$ cat config.mk
export PLATFORM = sky130hd
export DESIGN_NAME = register_file_flat
export DESIGN_NICKNAME = d
export VERILOG_FILES = /design/src/rtl/register_file_if.sv /design/src/rtl/register_file.sv /design/src/flat_wrapper.sv
export SDC_FILE = /design/constraint.sdc
export NUM_CORES = 1
export LEC_CHECK = 0
export ABC_AREA = 1
export BUFFER_PORTS_ARGS = -buffer_cell sky130_fd_sc_hd__buf_4
export CORE_MARGIN = 8
export CORE_UTILIZATION = 40
export DETAILED_ROUTE_END_ITERATION = 16
export PLACE_DENSITY = 0.54
export SYNTH_ARGS = -nofsm -noshare
export SYNTH_HDL_FRONTEND = slang
export SYNTH_SLANG_ARGS = --single-unit
$ cat constraint.sdc
create_clock -name clk -period 1.7 [get_ports clk]
set_input_delay 0.17 -clock clk [delete_from_list [all_inputs] [get_ports clk]]
set_output_delay 0.17 -clock clk [all_outputs]
set_load 0.005 [all_outputs]
$ cat src/rtl/register_file_if.sv
// Register file port bundle: decode read addresses, writeback write port,
// fetch-supplied R15 value, and the two operand read outputs.
interface register_file_if #(
    parameter int DATA_W = 32,
    parameter int ADDR_W = 4
);
    logic              wr;
    logic [ADDR_W-1:0] ra1;
    logic [ADDR_W-1:0] ra2;
    logic [ADDR_W-1:0] wa;
    logic [DATA_W-1:0] wd;
    logic [DATA_W-1:0] r15;
    logic [DATA_W-1:0] rd1;
    logic [DATA_W-1:0] rd2;

    modport master (
        output wr, ra1, ra2, wa, wd, r15,
        input  rd1, rd2
    );

    modport slave (
        input  wr, ra1, ra2, wa, wd, r15,
        output rd1, rd2
    );
endinterface

$ cat src/rtl/register_file.sv
// Scalar register file: R0..R14 storage, R15 aliased to the external PC value.
// Optional write-through forwarding when REGFILE_BYPASS_EN is defined.
module register_file #(
    parameter int DATA_W = 32,
    parameter int ADDR_W = 4
) (
    input  logic            clk,
    input  logic            rst_n,
    register_file_if.slave  bus
);
    localparam int NREG = (2 ** ADDR_W) - 1;
    localparam logic [ADDR_W-1:0] TOP = ADDR_W'(NREG);

    logic [DATA_W-1:0] regs_q [NREG];
    logic              we;
    logic [DATA_W-1:0] rd1_d;
    logic [DATA_W-1:0] rd2_d;

    assign we = bus.wr && (bus.wa != TOP);

    always_ff @(posedge clk or negedge rst_n) begin
        if (!rst_n) begin
            for (int i = 0; i < NREG; i++) regs_q[i] <= '0;
        end else begin
            for (int i = 0; i < NREG; i++) begin
                if (we && bus.wa == ADDR_W'(i)) regs_q[i] <= bus.wd;
            end
        end
    end

    always_comb begin
        rd1_d = '0;
        rd2_d = '0;
        for (int i = 0; i < NREG; i++) begin
            if (bus.ra1 == ADDR_W'(i)) rd1_d = regs_q[i];
            if (bus.ra2 == ADDR_W'(i)) rd2_d = regs_q[i];
        end
`ifdef REGFILE_BYPASS_EN
        // we already excludes address 15, so the PC alias is never forwarded
        if (we && bus.ra1 == bus.wa) rd1_d = bus.wd;
        if (we && bus.ra2 == bus.wa) rd2_d = bus.wd;
`endif
        if (bus.ra1 == TOP) rd1_d = bus.r15;
        if (bus.ra2 == TOP) rd2_d = bus.r15;
    end

    assign bus.rd1 = rd1_d;
    assign bus.rd2 = rd2_d;
endmodule

$ cat src/flat_wrapper.sv
// flat-port wrapper written by rule: the top's interface ports become plain ports
module register_file_flat 
#(
    parameter int DATA_W = 32,
    parameter int ADDR_W = 4
)
  (clk, rst_n, bus_wr, bus_ra1, bus_ra2, bus_wa, bus_wd, bus_r15, bus_rd1, bus_rd2);
  register_file_if #(.DATA_W(DATA_W), .ADDR_W(ADDR_W)) bus_i ();
  input  logic clk;
  input  logic rst_n;
  input wire logic [$bits(bus_i.wr)-1:0] bus_wr;
  input wire logic [$bits(bus_i.ra1)-1:0] bus_ra1;
  input wire logic [$bits(bus_i.ra2)-1:0] bus_ra2;
  input wire logic [$bits(bus_i.wa)-1:0] bus_wa;
  input wire logic [$bits(bus_i.wd)-1:0] bus_wd;
  input wire logic [$bits(bus_i.r15)-1:0] bus_r15;
  output wire logic [$bits(bus_i.rd1)-1:0] bus_rd1;
  output wire logic [$bits(bus_i.rd2)-1:0] bus_rd2;
  assign bus_i.wr = bus_wr;
  assign bus_i.ra1 = bus_ra1;
  assign bus_i.ra2 = bus_ra2;
  assign bus_i.wa = bus_wa;
  assign bus_i.wd = bus_wd;
  assign bus_i.r15 = bus_r15;
  assign bus_rd1 = bus_i.rd1;
  assign bus_rd2 = bus_i.rd2;
  register_file #(.DATA_W(DATA_W), .ADDR_W(ADDR_W)) u_core (.clk(clk), .rst_n(rst_n), .bus(bus_i));
endmodule
==> reports/qor.txt, run 1 <==
Layout cells sized above 1 -> 22.9%
Lkg Pwr -> 15.4 nW
Worst-path clk slew -> 60 ps
Power Density -> 1070 mW/mm2
Worst setup EP type -> primary output
GR Overflow Total -> 0
CTS sink cnt -> 480
CTS Buffer Depth -> 3
Via count -> 25.7k
Slew headroom -> 56.4%
Status -> finished with violations
Worst Path Max Fanout -> 3
Peak Freq -> 399 MHz
Regs by FF count -> u_core.regs_q x480
Vias per std cell -> 5.44
Final GP Congestion -> 0.932
Worst-path cell chain -> nand3_1 -> nand3_2 -> nor2_2 -> nand4_1 -> nand2_1 -> nand4_1 -> nand2_1 -> nand3_2 -> nand2_2 -> nand2_2 -> buf_6
Max reg flops -> 480
Ranking of synthesized cells by area -> dfrtp_1 47%, nand2_1 16%, o21ai_0 8.6%, nand3_1 5.7%, nor2_1 4.7%
H-tree levels -> 2
First-pass iteration count of the detailed router -> 6
Top reg by flops -> u_core.regs_q
Number of port buffers -> 142
Crit path largest cell delay -> 440 ps
Starting DRT DRC Count -> 2376
Critical path required time -> 1530 ps
Period utilization -> 148%
Initial antenna violation count -> 0
Slew @ Worst Pin -> 653 ps
Initial Util -> 40.4%
CP max stage cell -> dfrtp_1
Core area -> 0.0629 mm2
Synth top cells by count -> 1113 x nand2_1, 480 x dfrtp_1, 437 x o21ai_0
RSZ-0062 raised after global routing -> true
Clock Skews -> 0 ps
WHS -> 63.8 ps
Slew Limit Fails -> 0
Dpl ws -> -715 ps
DP HPWL -> 67200 um
Die Span Y -> 268 um
Worst Setup Path Type -> reg2out
CP startpoint kind -> flip-flop
Yosys cell types -> 21
Tmin final -> 2510 ps
Number of buffers and inverters on the critical path -> 1
Violated checks -> negative setup slack
CTS tree -> done
Tot Pwr -> 35.7 mW
Cell taking the most area after synthesis -> dfrtp_1
Peak supply drop -> 0.834 mV
Routed length per instance -> 20.5 um
First-pass GRT wire length -> 148000 um
Setup_tns -> -41250 ps
Count leader, synth -> nand2_1
GRT Total Usage -> 26.4%
Internal reg-to-reg setup slack -> 810 ps
Netlist Area Pre-Place -> 0.0254 mm2
Die area -> 0.0718 mm2
Yosys reg bits -> 480
I/O Pins -> 143
EDFF count, synth -> 0
Cells after Synth -> 3570
Row count -> 92
Synth warnings -> 0
Mapped Avg Cell Area -> 7.11 um2
Final count of hold timing violations -> 0
DRC Markers -> 0
Net Count, Synth -> 3649
Clock Latency Late Sink -> 610 ps
Endpoints failing setup -> 64
Largest net degree at the start of global routing -> 84
Critical Path AT -> 2340 ps
CTS root buf -> clkbuf_16
Final core utilization -> 53.0%
Async SR Flop Fraction -> 100%
Die W -> 268 um
DRT antenna net count -> 0
Post-synthesis sequential area ratio -> 47.3%
Number of global-route vias before repair -> 25.3k
Max Cap Viol -> 0
Hold Path Class -> in2reg
Top_reg_cell synth -> dfrtp_1
Area grow syn2layout -> 31.2%
Final setup margin -> -808 ps
Crit path max-delay family -> simple AND/OR/NAND/NOR gates
Nets@finish -> 3906
DRT Wirelength -> 96400 um
CTS Buf Count -> 56
Post-synth top area share -> 47.3%
==> worst register-to-register path, stage by stage (launching register included) <==
cell     delay [ps]
dfrtp_1         390
buf_6           130
buf_4           120
nand2_1          50
o21ai_0          70
==> through the flow <==
stage | instances | area, um2
CTS | 4690 | 32300
global route | 4712 | 33300
global placement | 4560 | 29300
floorplan | 3570 | 25400
finish | 4713 | 33300
detailed placement | 4560 | 29300
==> per-layer routing <==
metal / up-vias / part of all wire [%] / global-route usage (%)
met5: - / 0 / 0
met4: 0 / 3.5 / 9.39
met3: 198 / 4.6 / 2.94
met2: 846 / 51 / 46.9
met1: 12545 / 41 / 33.0
li1: 12069 / - / -
==> area by class of cell <==
| class | count | area [um2] |
|---|---|---|
| Sequential cell | 480 | 12000 |
| Clock buffer | 83 | 1690 |
| Tap cell | 846 | 1060 |
| Timing Repair Buffer | 442 | 4370 |
| Antenna cell | 1 | 2.50 |
| Multi-Input combinational cell | 2576 | 13000 |
| Inverter | 271 | 1020 |
| Fill cell | 6041 | 29600 |
| Clock inverter | 14 | 175 |
==> power breakdown <==
part | leakage, nW | internal, mW | switching (mW)
clock network | 0.923 | 7.42 | 4.92
logic | 8.51 | 3.24 | 4.30
registers | 5.95 | 13.9 | 1.93
==> layout by cell type (no fill, tap or decap), types with 2 or more instances in the layout <==
master and n:
nand2_1 1037, dfrtp_1 479, o21ai_0 437, buf_4 308
inv_1 264, nor2_1 236, a21oi_1 179, nand4_1 156
nand3_2 146, nand3_1 133, nand2_2 77, buf_12 66
nor2_2 60, clkbuf_16 57, buf_6 39, nor2_4 32
nor3_2 28, dlygate4sd3_1 28, or2_2 18, clkbuf_8 17
or2_0 15, nand3_4 11, clkbuf_1 9, clkinv_2 8
inv_2 7, or2_1 4, bufinv_16 4, nor3_4 3
o21ai_1 2, clkinvlp_4 2
==> cell families (layout without fill, tap and decap cells) <==
group | Yosys count | in the layout | synth area share, %
flops | 480 | 480 | 47.3
buf+inv | 514 | 810 | 7.84
simple gates | 1958 | 1958 | 32.6
compound gates | 618 | 618 | 12.2
other cells | 0 | 1 | 0
==> worst paths after layout <==
check                                   start                 end  cells past startpoint
max                        u_core.regs_q[456]          bus_rd1[8]                     11
min                                 bus_wd[0]   u_core.regs_q[32]                      4
max reg2reg                u_core.regs_q[471]  u_core.regs_q[471]                      4
min reg2reg                u_core.regs_q[105]  u_core.regs_q[105]                      2
max in group asynchronous               rst_n  u_core.regs_q[387]                      3
min in group asynchronous               rst_n  u_core.regs_q[401]                      3
==> what timing repair did <==
action	4_1_cts	5_1_grt
pin swaps	102	205
endpoints found under the hold margin	518	0
endpoints found under the setup margin	64	64
setup buffers	5	22
hold buffers	28	0
gates resized for setup	204	188
Power figures use the tool's default switching activity.
==> inputs of run 2 (changes only) <==
--- a/config.mk
+++ b/config.mk
@@ -5,7 +5,7 @@
 export SDC_FILE = /design/constraint.sdc
 export NUM_CORES = 1
 export LEC_CHECK = 0
-export ABC_AREA = 1
+export ABC_AREA = 0
 export BUFFER_PORTS_ARGS = -buffer_cell sky130_fd_sc_hd__buf_4
 export CORE_MARGIN = 8
 export CORE_UTILIZATION = 40
==> run 2 against run 1 <==
The flow still finishes with violations (negative setup slack). Non-clock buffer count grew 271. Clock-buffer cell count is 1 higher. Die area up 13%. Power rose by 15%. Sequential cell count unchanged. Maximum frequency up 4.1%. Critical path type unchanged.
==> reports/qor.txt, run 2 <==
Status -> finished with violations
Violated checks -> negative setup slack
Peak supply drop -> 0.798 mV
Yosys reg bits -> 480
Clock Skews -> 0 ps
DRT Wirelength -> 137000 um
CTS root buf -> clkbuf_16
CTS Buf Count -> 58
Die Span Y -> 285 um
Via count -> 27.6k
Worst setup EP type -> primary output
Worst Setup SP -> u_core.regs_q[376]
Core area -> 0.0715 mm2
Regs by FF count -> u_core.regs_q x480
Post-synthesis sequential area ratio -> 41.6%
GR Overflow Total -> 0
Die W -> 285 um
Peak Freq -> 415 MHz
Slew Limit Fails -> 0
Tot Pwr -> 41.0 mW
Netlist Area Pre-Place -> 0.0289 mm2
Top reg by flops -> u_core.regs_q
Dpl ws -> -770 ps
Number of global-route vias before repair -> 28.0k
Hold Path Class -> in2async
Cell Area, Placed -> 0.0348 mm2
CTS tree -> done
Synth top cells by count -> 480 x dfrtp_1, 383 x mux2_2, 200 x a21oi_1
CP endpoint -> bus_rd2[24]
First-pass GRT wire length -> 198000 um
Power Density -> 1060 mW/mm2
Final core utilization -> 54.0%
Cells after Synth -> 2733
Period utilization -> 142%
Row count -> 98
Tmin final -> 2410 ps
H-tree levels -> 2
Area grow syn2layout -> 33.5%
Synth warnings -> 0
Initial Util -> 40.4%
Internal reg-to-reg setup slack -> 590 ps
Final count of hold timing violations -> 0
Most frequent cells in the layout -> 555 x buf_4, 476 x dfrtp_1, 376 x mux2_2
Number of port buffers -> 142
Starting DRT DRC Count -> 3154
Commonest non-fill, non-tap cell in the layout -> buf_4
Endpoints failing setup -> 64
Clock Latency Late Sink -> 640 ps
Cell taking the most area after synthesis -> dfrtp_1
Layout cells sized above 1 -> 44.1%
Final GP Congestion -> 0.948
Slew headroom -> 63.6%
Count leader, synth -> dfrtp_1
Post-route cell area -> 0.0386 mm2
Initial antenna violation count -> 1
GRT Total Usage -> 32.5%
Critical Path AT -> 2240 ps
DRT antenna net count -> 0
Worst Reg-to-Reg Cells -> 4
Die area -> 0.0811 mm2
FF-to-FF End -> u_core.regs_q[371]
DRC Markers -> 0
Slew @ Worst Pin -> 546 ps
Max Cap Viol -> 0
Footprint of the multi-input gates -> 0.0166 mm2
RSZ-0062 raised after global routing -> true
Top_reg_cell synth -> dfrtp_1
Routed length per instance -> 32.5 um
Max reg flops -> 480
Mapped Avg Cell Area -> 10.6 um2
Critical path required time -> 1530 ps
DP HPWL -> 94800 um
First-pass iteration count of the detailed router -> 6
Worst Path Max Fanout -> 2
Worst Setup Path Type -> reg2out
Post-synth top area share -> 41.6%
Vias per std cell -> 6.55
Largest net degree at the start of global routing -> 65
CTS sink cnt -> 480
Fill cells -> 6235
Register cell area after layout -> 0.0120 mm2
Lkg Pwr -> 16.3 nW
I/O Pins -> 143
CTS Buffer Depth -> 3
Yosys cell types -> 74
EDFF count, synth -> 0
Worst-path clk slew -> 60 ps
Net Count, Synth -> 2812
Nets@finish -> 3297
CP startpoint kind -> flip-flop
Worst r2r src -> u_core.regs_q[371]
Setup_tns -> -32430 ps
Final setup margin -> -709 ps
Async SR Flop Fraction -> 100%
Ranking of synthesized cells by area -> dfrtp_1 42%, mux2_2 15%, mux2_1 5.4%, mux2i_1 4.1%, a21oi_1 3.5%
Antenna Cells -> 0
==> run 2: what timing repair did <==
item                                    in CTS  in global routing
pin swaps                                  178                110
endpoints found under the hold margin      960                  0
hold buffers                                33                  0
endpoints found under the setup margin      64                 64
resized for setup                          179                112
buffers inserted                            41                 17
==> run 2: metrics by stage <==
stage	std cells	hold WS [ps]
floorplan	2733	-126
global placement	4032	127
detailed placement	4032	130
CTS	4197	39.9
global route	4212	72.6
finish	4212	54.5
==> run 2: area by class of cell <==
| class | instances | area share [%] |
|---|---|---|
| multi-input cells | 1951 | 43.1 |
| flip-flops and latches | 480 | 31.1 |
| repair buffers | 713 | 17.6 |
| clock inverters | 20 | 0.674 |
| clock buffers | 84 | 4.30 |
| well taps | 950 | 3.08 |
| inverters | 14 | 0.143 |
==> run 2: cell families after synthesis <==
kind of cell	count (synthesis)	synth area share [%]
AOI/OAI and AO/OA	854	19.3
buffers and inverters	302	5.31
muxes	665	26.5
and+or+nand+nor	432	7.38
DFF	480	41.6
==> run 2: critical path, stage by stage (launching register included) <==
cell     delay [ps]
dfrtp_1         380
mux4_2          500
o22ai_2         170
o22ai_2          80
a21oi_2         170
o21ai_2         130
buf_4           160
==> run 2: routing by layer <==
metal  share of wire, %  GRT usage [%]  wire length, um  up-vias
li1                   -              -                -    11344
met1                 40           42.4            54800    14102
met2                 45           50.5            61500     1672
met3                9.2           7.40            12600      458
met4                5.9           16.5             8010        0
met5                  0              0                0        -
==> run 2: how the worst min path moves through the flow <==
stage          start                  to  slack, ps  depth (start not counted)
2_1_floorplan  rst_n    u_core.regs_q[0]       -130                          0
3_3_place_gp   rst_n  u_core.regs_q[141]        130                          1
3_5_place_dp   rst_n  u_core.regs_q[141]        130                          1
4_1_cts        rst_n  u_core.regs_q[244]         40                          2
5_1_grt        rst_n  u_core.regs_q[244]         70                          2
6_report       rst_n  u_core.regs_q[141]         50                          2
==> run 2: power by group <==
group,internal [mW],switching (mW)
combinational,6.17,5.36
sequential,14.1,2.42
clock,7.63,5.28
==> inputs of run 3 (changes only) <==
--- a/config.mk
+++ b/config.mk
@@ -9,6 +9,8 @@
 export BUFFER_PORTS_ARGS = -buffer_cell sky130_fd_sc_hd__buf_4
 export CORE_MARGIN = 8
 export CORE_UTILIZATION = 40
+export CTS_BUF_LIST = sky130_fd_sc_hd__clkbuf_4 sky130_fd_sc_hd__clkbuf_8
+export CTS_CLUSTER_DIAMETER = 120
 export DETAILED_ROUTE_END_ITERATION = 16
 export PLACE_DENSITY = 0.54
 export SYNTH_ARGS = -nofsm -noshare
==> run 3 against run 2 <==
The flow still finishes with violations (negative setup slack). Largest cell class unchanged. Setup slack got worse by 120 ps. Highest routed layer is now met5. Final area up 0.53%. Critical endpoint unchanged. First-iteration DRC count rose by 7.2%.
==> reports/qor.txt, run 3 (synthesis results as in run 2) <==
Worst Reg-to-Reg Cells -> 3
Post-route cell area -> 0.0388 mm2
Number of global-route vias before repair -> 28.4k
First-pass GRT wire length -> 199000 um
Hold Path Class -> in2reg
Final count of hold timing violations -> 0
Layout cells sized above 1 -> 45.8%
Worst-path clk slew -> 60 ps
Crit path depth -> 6
Row count -> 98
Internal reg-to-reg setup slack -> 680 ps
Setup_tns -> -38060 ps
FF-to-FF End -> u_core.regs_q[368]
Final setup margin -> -826 ps
DP HPWL -> 94800 um
Routed length per instance -> 32.1 um
Status -> finished with violations
Period utilization -> 149%
Slew headroom -> 38.6%
Endpoints failing setup -> 64
Critical Path AT -> 2360 ps
Slew @ Worst Pin -> 918 ps
Worst-path cell chain -> mux4_2 -> o22ai_2 -> o22ai_2 -> a21oi_2 -> o21ai_2 -> buf_4
Lkg Pwr -> 16.4 nW
Power Density -> 1060 mW/mm2
Worst setup EP type -> primary output
Nets@finish -> 3332
CTS tree -> done
Die area -> 0.0811 mm2
GRT Total Usage -> 32.7%
Die Span Y -> 285 um
Commonest non-fill, non-tap cell in the layout -> buf_4
Clock Skews -> 0 ps
Tmin final -> 2530 ps
Max reg flops -> 480
Hold Crit Start -> bus_wa[1]
DRT antenna net count -> 0
Area grow syn2layout -> 34.3%
Regs by FF count -> u_core.regs_q x480
First-pass iteration count of the detailed router -> 6
Worst Setup Path Type -> reg2out
Crit path max-delay family -> compound AO/OA/AOI/OAI gates
Non-Filler Instances -> 4287
Largest net degree at the start of global routing -> 65
Max Cap Viol -> 0
DRC Markers -> 0
Fill cells -> 6247
CTS Buffer Depth -> 3
Die W -> 285 um
Vias per std cell -> 6.51
Worst Path Max Fanout -> 2
Clock Latency Late Sink -> 720 ps
Crit path largest cell delay -> 500 ps
Slew Limit Fails -> 0
DRT Wirelength -> 137000 um
CTS root buf -> clkbuf_8
Worst r2r src -> u_core.regs_q[368]
GR Overflow Total -> 0
Core area -> 0.0715 mm2
CP max stage cell -> mux4_2
Most common cell on crit path -> o22ai_2
Number of buffers and inverters on the critical path -> 1
RSZ-0062 raised after global routing -> true
Hold endpoint -> u_core.regs_q[196]
CP startpoint kind -> flip-flop
H-tree levels -> 3
Peak Freq -> 396 MHz
Starting DRT DRC Count -> 3381
Via count -> 27.9k
Dpl cells -> 4032
I/O Pins -> 143
Critical path required time -> 1530 ps
Violated checks -> negative setup slack
Initial Util -> 40.4%
Dpl ws -> -770 ps
Number of port buffers -> 142
Top reg by flops -> u_core.regs_q
Peak supply drop -> 0.643 mV
CTS Buf Count -> 93
Most frequent cells in the layout -> 553 x buf_4, 476 x dfrtp_1, 376 x mux2_2
Initial antenna violation count -> 4
Cell Area, Placed -> 0.0348 mm2
Hold depth -> 4
Final GP Congestion -> 0.948
CTS sink cnt -> 480
run 3: worst register-to-register path, stage by stage (launching register included):
cell     delay (ps)
dfrtp_1         390
buf_4           140
buf_4           120
mux2_2          250
run 3: worst max-delay path by stage:
stage / start / endpoint / slack [ps]
final: u_core.regs_q[376] / bus_rd2[24] / -830
after global routing: u_core.regs_q[376] / bus_rd2[24] / -860
after global placement: bus_ra1[1] / bus_rd1[3] / -740
after CTS: u_core.regs_q[376] / bus_rd2[24] / -820
after detailed placement: bus_ra1[1] / bus_rd1[3] / -770
after floorplan: bus_ra2[0] / bus_rd2[10] / 90
run 3: routing by layer:
metal	share of wire, %	track usage (%)	vias to the layer above
li1	-	-	11441
met1	40	42.1	14200
met2	45	51.0	1727
met3	9.5	8.19	514
met4	5.9	16.7	6
met5	0.13	0.476	-
run 3: area by class of cell:
class / instances / area (um2) / area share (%)
diodes: 5 / 12.5 / 0.0323
clock buffers: 157 / 1940 / 5.01
clock inverters: 17 / 171 / 0.442
inverters: 14 / 53.8 / 0.139
multi-input cells: 1951 / 16600 / 42.8
flip-flops and latches: 480 / 12000 / 31.0
well taps: 950 / 1190 / 3.06
repair buffers: 713 / 6800 / 17.5
run 3: per-stage QoR:
| step | hold WS (ps) | total power, mW | util, % |
|---|---|---|---|
| after floorplan | -126 | 21.6 | - |
| after global placement | 127 | 26.3 | 48.6 |
| after detailed placement | 130 | 26.7 | 48.6 |
| after CTS | 28.6 | 40.5 | 53.5 |
| after global routing | 44.1 | 42.7 | 54.3 |
| final | 43.8 | 41.1 | 54.3 |
run 3: where the power goes:
part / total (mW) / leakage [nW] / switching (mW) / internal (mW)
logic: 11.5 / 9.42 / 5.36 / 6.17
clock network: 13.0 / 1.12 / 5.51 / 7.52
registers: 16.5 / 5.88 / 2.43 / 14.1
run 3: timing repair:
| action | CTS | global route |
|---|---|---|
| hold buffers | 34 | 0 |
| gates resized for setup | 180 | 103 |
| setup endpoints to repair | 64 | 64 |
| setup buffers | 42 | 17 |
| pin swaps | 187 | 106 |
| endpoints found under the hold margin | 960 | 0 |
